File: src/rtl/pwm_dc_if.sv
// Tile I/O bundle for pwm_dc: the 8-bit pad-side input and output buses.
`timescale 1ns/1ps
interface pwm_dc_if;
  logic [7:0] io_in;
  logic [7:0] io_out;

  // Pad side drives io_in and observes io_out.
  modport master (
    output io_in,
    input  io_out
  );

  // The PWM block reads io_in and drives io_out.
  modport slave (
    input  io_in,
    output io_out
  );
endinterface

File: src/rtl/pwm_dc.sv
// Button-controlled PWM: 10-clock period, duty 0..10 adjusted in single steps by two
// asynchronous push-buttons. Buttons are synchronised through a 3-flop chain and
// edge-detected; duty changes take effect only at the period boundary.
`timescale 1ns/1ps
module pwm_dc (
  input logic     clk,
  input logic     rst,
  pwm_dc_if.slave bus
);

  localparam logic [3:0] PeriodLast = 4'd9;
  localparam logic [3:0] DutyMax    = 4'd10;
  localparam logic [3:0] DutyReset  = 4'd5;

  // io_in[5:4] are the clock/reset pads, already routed to clk/rst; io_in[3:0] are unused.
  logic unused_io_in;
  assign unused_io_in = ^bus.io_in[5:0];

  logic       inc_btn;
  logic       dec_btn;
  assign inc_btn = bus.io_in[6];
  assign dec_btn = bus.io_in[7];

  // Synchroniser chains: bit 0 = s1, bit 1 = s2, bit 2 = s3.
  logic [2:0] inc_sync_q;
  logic [2:0] dec_sync_q;
  logic       inc_press;
  logic       dec_press;

  logic [3:0] duty_q, duty_d;
  logic [3:0] duty_act_q, duty_act_d;
  logic [3:0] cnt_q, cnt_d;
  logic       pwm_q, pwm_d;

  // Shift both button inputs through their synchroniser chains.
  always_ff @(posedge clk or posedge rst) begin
    if (rst) begin
      inc_sync_q <= 3'b000;
      dec_sync_q <= 3'b000;
    end else begin
      inc_sync_q <= {inc_sync_q[1:0], inc_btn};
      dec_sync_q <= {dec_sync_q[1:0], dec_btn};
    end
  end

  // One-cycle press pulse on each synchronised rising edge; holding gives a single step.
  assign inc_press = inc_sync_q[1] & ~inc_sync_q[2];
  assign dec_press = dec_sync_q[1] & ~dec_sync_q[2];

  // Saturating target-duty update; simultaneous presses cancel.
  always_comb begin
    duty_d = duty_q;
    unique case ({inc_press, dec_press})
      2'b10: begin
        if (duty_q < DutyMax) duty_d = duty_q + 4'd1;
      end
      2'b01: begin
        if (duty_q != 4'd0) duty_d = duty_q - 4'd1;
      end
      default: begin
        duty_d = duty_q;
      end
    endcase
  end

  // Period counter, active-duty reload at the boundary, and next PWM level.
  always_comb begin
    // Any illegal count (10..15) recovers to 0 on the next edge.
    cnt_d      = (cnt_q >= PeriodLast) ? 4'd0 : cnt_q + 4'd1;
    duty_act_d = (cnt_q == PeriodLast) ? duty_q : duty_act_q;
    pwm_d      = (cnt_q < duty_act_q);
  end

  // Duty, counter and output registers.
  always_ff @(posedge clk or posedge rst) begin
    if (rst) begin
      duty_q     <= DutyReset;
      duty_act_q <= DutyReset;
      cnt_q      <= 4'd0;
      pwm_q      <= 1'b0;
    end else begin
      duty_q     <= duty_d;
      duty_act_q <= duty_act_d;
      cnt_q      <= cnt_d;
      pwm_q      <= pwm_d;
    end
  end

  assign bus.io_out = {1'b0, duty_q, pwm_q, 2'b00};

endmodule

File: src/flat_wrapper.sv
// flat-port wrapper written by rule: the top's interface ports become plain ports
module pwm_dc_flat 
  (clk, rst, bus_io_in, bus_io_out);
  pwm_dc_if bus_i ();
  input logic clk;
  input logic rst;
  input wire logic [$bits(bus_i.io_in)-1:0] bus_io_in;
  output wire logic [$bits(bus_i.io_out)-1:0] bus_io_out;
  assign bus_i.io_in = bus_io_in;
  assign bus_io_out = bus_i.io_out;
  pwm_dc u_core (.clk(clk), .rst(rst), .bus(bus_i));
endmodule
File: config.mk
export PLATFORM = sky130hd
export DESIGN_NAME = pwm_dc_flat
export DESIGN_NICKNAME = d
export VERILOG_FILES = /design/src/rtl/pwm_dc_if.sv /design/src/rtl/pwm_dc.sv /design/src/flat_wrapper.sv
export SDC_FILE = /design/constraint.sdc
export NUM_CORES = 1
export LEC_CHECK = 0
export ABC_AREA = 1
export CAP_MARGIN = 20
export CORE_MARGIN = 1
export CORE_UTILIZATION = 48
export CTS_BUF_LIST = sky130_fd_sc_hd__clkbuf_8
export CTS_CLUSTER_DIAMETER = 200
export DETAILED_ROUTE_END_ITERATION = 8
export HOLD_SLACK_MARGIN = 0.06
export PLACE_DENSITY = 0.83
export REMOVE_ABC_BUFFERS = 1
export SYNTH_ARGS = -nofsm -noshare
export SYNTH_HDL_FRONTEND = slang
export SYNTH_SLANG_ARGS = --single-unit
File: constraint.sdc
create_clock -name clk -period 1.7 [get_ports clk]
set_input_delay 0.255 -clock clk [delete_from_list [all_inputs] [get_ports clk]]
set_output_delay 0.255 -clock clk [all_outputs]
set_load 0.005 [all_outputs]
==> key figures <==
Logic synthesis
  • Top cells by area, synth: dfrtp_1 (39%), dfstp_2 (11%), ha_1 (9.0%)
  • Mapped cell area: 971 sq um
  • Fraction of registers with async set/reset: 1.00
  • Top-area cell type share of the netlist area: 0.387
  • Post-synth top area cell: dfrtp_1
  • Count of cell types in the netlist: 22
  • Synth top cells by count: inv_1 (18), nand2_1 (16), dfrtp_1 (15)
  • Post-synth EDFFs: 0
  • Register bit total from synthesis: 19
  • Cell with the most instances after synthesis: inv_1
  • Synth warn: 0
  • Mapped Cells: 106
  • Synth Flop Type: dfrtp_1
  • Synth Area per Inst: 9.16 sq um
  • Sequential fraction of the synthesis area: 0.495

Power
  • Clock share of power: 0.199
  • Max rail drop VDD: 1.04 mV
  • Gate power share: 0.342
  • Pwr Total: 1.50 mW
  • Sw Share: 0.329
  • Net Sw Power: 495 uW
  • Reg power frac: 0.459
  • Power Density: 1350 nW/um^2
  • Leak pwr: 0.569 nW
  • P_int: 1.01 mW

Clocking
  • TritonCTS Buffers: 3
  • Post-CTS Setup Inserts: 0
  • Resize count post-CTS: 0
  • Clock sink total: 19
  • CTS Root Cell: clkbuf_8
  • Register clock-pin slew on the reported worst setup and hold paths: 0.07 ns
  • CTS tree: built
  • Clock buffer depth: 2
  • H-Tree Level Count: 1
  • Skew-Pair Late Insertion Delay: 0.25 ns
  • CTS Hold Bufs: 0

Timing
  • Part of the cycle the worst path needs: 0.936
  • Setup violators final: 0
  • Min Tclk post-route: 1.59 ns
  • Clk_skew: 0.00228 ns
  • Fmax: 0.629 GHz
  • Hold slack: 0.332 ns
  • RSZ-0062 raised after global routing: no
  • Max-slew violations: 0
  • Total Neg Setup Slack: 0 ns
  • Final hold violations: 0

Setup path
  • R2r setup slk: 0.25 ns
  • Worst reg-to-reg path cell count: 9
  • Required time at the worst-slack endpoint: 1.44 ns
  • Buf+Inv Stages, Crit Path: 1
  • Worst-path cell with the longest stage delay: dfstp_2
  • Startpoint Class: flip-flop
  • CP endpoint kind: primary output
  • Crit Reg-Reg Startpoint: u_core.dec_sync_q[2]$_DFF_PP0_
  • Crit-path cells: clkdlybuf4s50_1
  • Worst path top cell family by delay: flip-flops
  • Slowest stage delay, CP: 0.58 ns
  • Reg2reg end: u_core.duty_q[2]$_DFFE_PP1P_
  • CP max FO: 6
  • CP arrival: 1.34 ns
  • Crit Path Category: reg -> out

Drt
  • Iter 0 DRT Violations: 13
  • Post-DR wirelength/cell: 10.7 microns
  • Post-Route WL: 1.52 mm
  • Drc violations: 0
  • Vias: 666
  • DRT antenna net count: 0
  • Drt pass-1 iters: 4
  • Vias per cell: 4.69

Cells and area
  • Layout cells sized above 1: 0.171
  • Multi-input logic area: 385 sq um
  • Fin area: 1110 sq um
  • Fill cells: 158
  • Antenna fix cells: 0
  • Area delta synth->final: 14.7%
  • Final cell count without fillers: 142
  • # nets final: 135
  • Sequential Area: 480 sq um

Placement
  • Detailed Place HPWL: 1.16 mm
  • Dpl cell area: 1070 sq um
  • RePlAce Congestion: 0.864
  • Dpl cells: 138
  • PortBufs: 8

Floorplanning
  • Die W: 47.0 microns
  • CORE AREA: 1800 sq um
  • Io pins: 18
  • Rows: 15
  • Initial Utilization: 0.539
  • Die area: 2210 sq um
  • Die Span Y: 47.0 microns

Outcome
  • Status: complete, no violations

Global routing
  • GRT Total Usage: 0.166
  • Initial antenna violation count: 0
  • First-pass GRT wire length: 2.44 mm
  • Largest net degree at the start of global routing: 20
  • Total gr overflow: 0
  • Vias in the first global route: 606

Job
  • Max Cap Violations: 0

Hold path
  • Path category of the worst min-delay check: in -> async
## registers in the layout, indices dropped and copies added (netlist names)
signal             flops
u_core.dec_sync_q      3
u_core.inc_sync_q      3
u_core.cnt_q           4
u_core.duty_q          4
u_core.pwm_q           1
u_core.duty_act_q      4
## layout make-up
cell class | instances | area share
multi-input cells | 63 | 0.346
inverters | 22 | 0.0742
clock buffers | 3 | 0.0371
repair buffers | 9 | 0.0787
well taps | 25 | 0.0281
clock inverters | 1 | 0.00449
flip-flops and latches | 19 | 0.431
## power groups by stage
stage,registers (mW),logic (mW),clock network [mW]
3_5_place_dp,0.698,0.517,0
5_1_grt,0.707,0.583,0.327
6_report,0.691,0.514,0.299
2_1_floorplan,0.685,0.322,0
3_3_place_gp,0.693,0.488,0
4_1_cts,0.691,0.521,0.313
## per-layer routing
layer / routed length (microns) / up-vias / GRT usage
li1: - / 345 / -
met1: 670 / 296 / 0.180
met2: 760 / 23 / 0.294
met3: 74 / 2 / 0.0462
met4: 16 / 0 / 0.0857
met5: 0 / - / 0
## worst min-delay path, cell delays in order
cell,delay (ns)
clkdlybuf4s50_1,0.40
inv_1,0.06
buf_4,0.25
## per-stage QoR
step,worst slack (ns),util
after floorplan,0.355,-
after global placement,0.288,0.592
after detailed placement,0.262,0.592
after CTS,0.101,0.618
after global routing,0.0621,0.618
final,0.110,0.618
## placed cells by master (no fill, tap or decap), types with 2 or more instances in the layout
master | synthesis | layout
a21oi_1 | 3 | 3
clkbuf_8 | 0 | 3
clkdlybuf4s50_1 | 0 | 8
conb_1 | 1 | 3
dfrtp_1 | 15 | 15
dfstp_2 | 4 | 4
ha_1 | 7 | 7
inv_1 | 18 | 18
inv_2 | 4 | 4
nand2_1 | 16 | 16
nand2_2 | 3 | 3
nand2_4 | 2 | 2
nand3_1 | 7 | 7
nand4_1 | 2 | 2
nor2_1 | 3 | 3
o21ai_0 | 6 | 6
o21ai_1 | 3 | 3
xor2_1 | 3 | 3
## worst max-delay path by stage
| stage | start | end | slack, ns | cells after the start |
|---|---|---|---|---|
| after floorplan | u_core.dec_sync_q[2]$_DFF_PP0_ | u_core.duty_q[2]$_DFFE_PP1P_ | 0.35 | 9 |
| after global placement | u_core.dec_sync_q[2]$_DFF_PP0_ | u_core.duty_q[2]$_DFFE_PP1P_ | 0.29 | 9 |
| after detailed placement | u_core.dec_sync_q[2]$_DFF_PP0_ | u_core.duty_q[2]$_DFFE_PP1P_ | 0.26 | 9 |
| after CTS | u_core.duty_q[0]$_DFFE_PP1P_ | bus_io_out[3] | 0.10 | 1 |
| after global routing | u_core.duty_q[2]$_DFFE_PP1P_ | bus_io_out[5] | 0.06 | 1 |
| final | u_core.duty_q[2]$_DFFE_PP1P_ | bus_io_out[5] | 0.11 | 1 |
## kinds of logic (layout without fill, tap and decap cells)
group | count (synthesis) | in the layout | synth area share
compound gates | 14 | 14 | 0.0760
simple gates | 35 | 35 | 0.183
flops | 19 | 19 | 0.495
buf+inv | 26 | 35 | 0.116
other cells | 1 | 3 | 0.00386
fa+ha+maj | 7 | 7 | 0.0902
xor+xnor | 4 | 4 | 0.0361
Power figures use the tool's default switching activity.
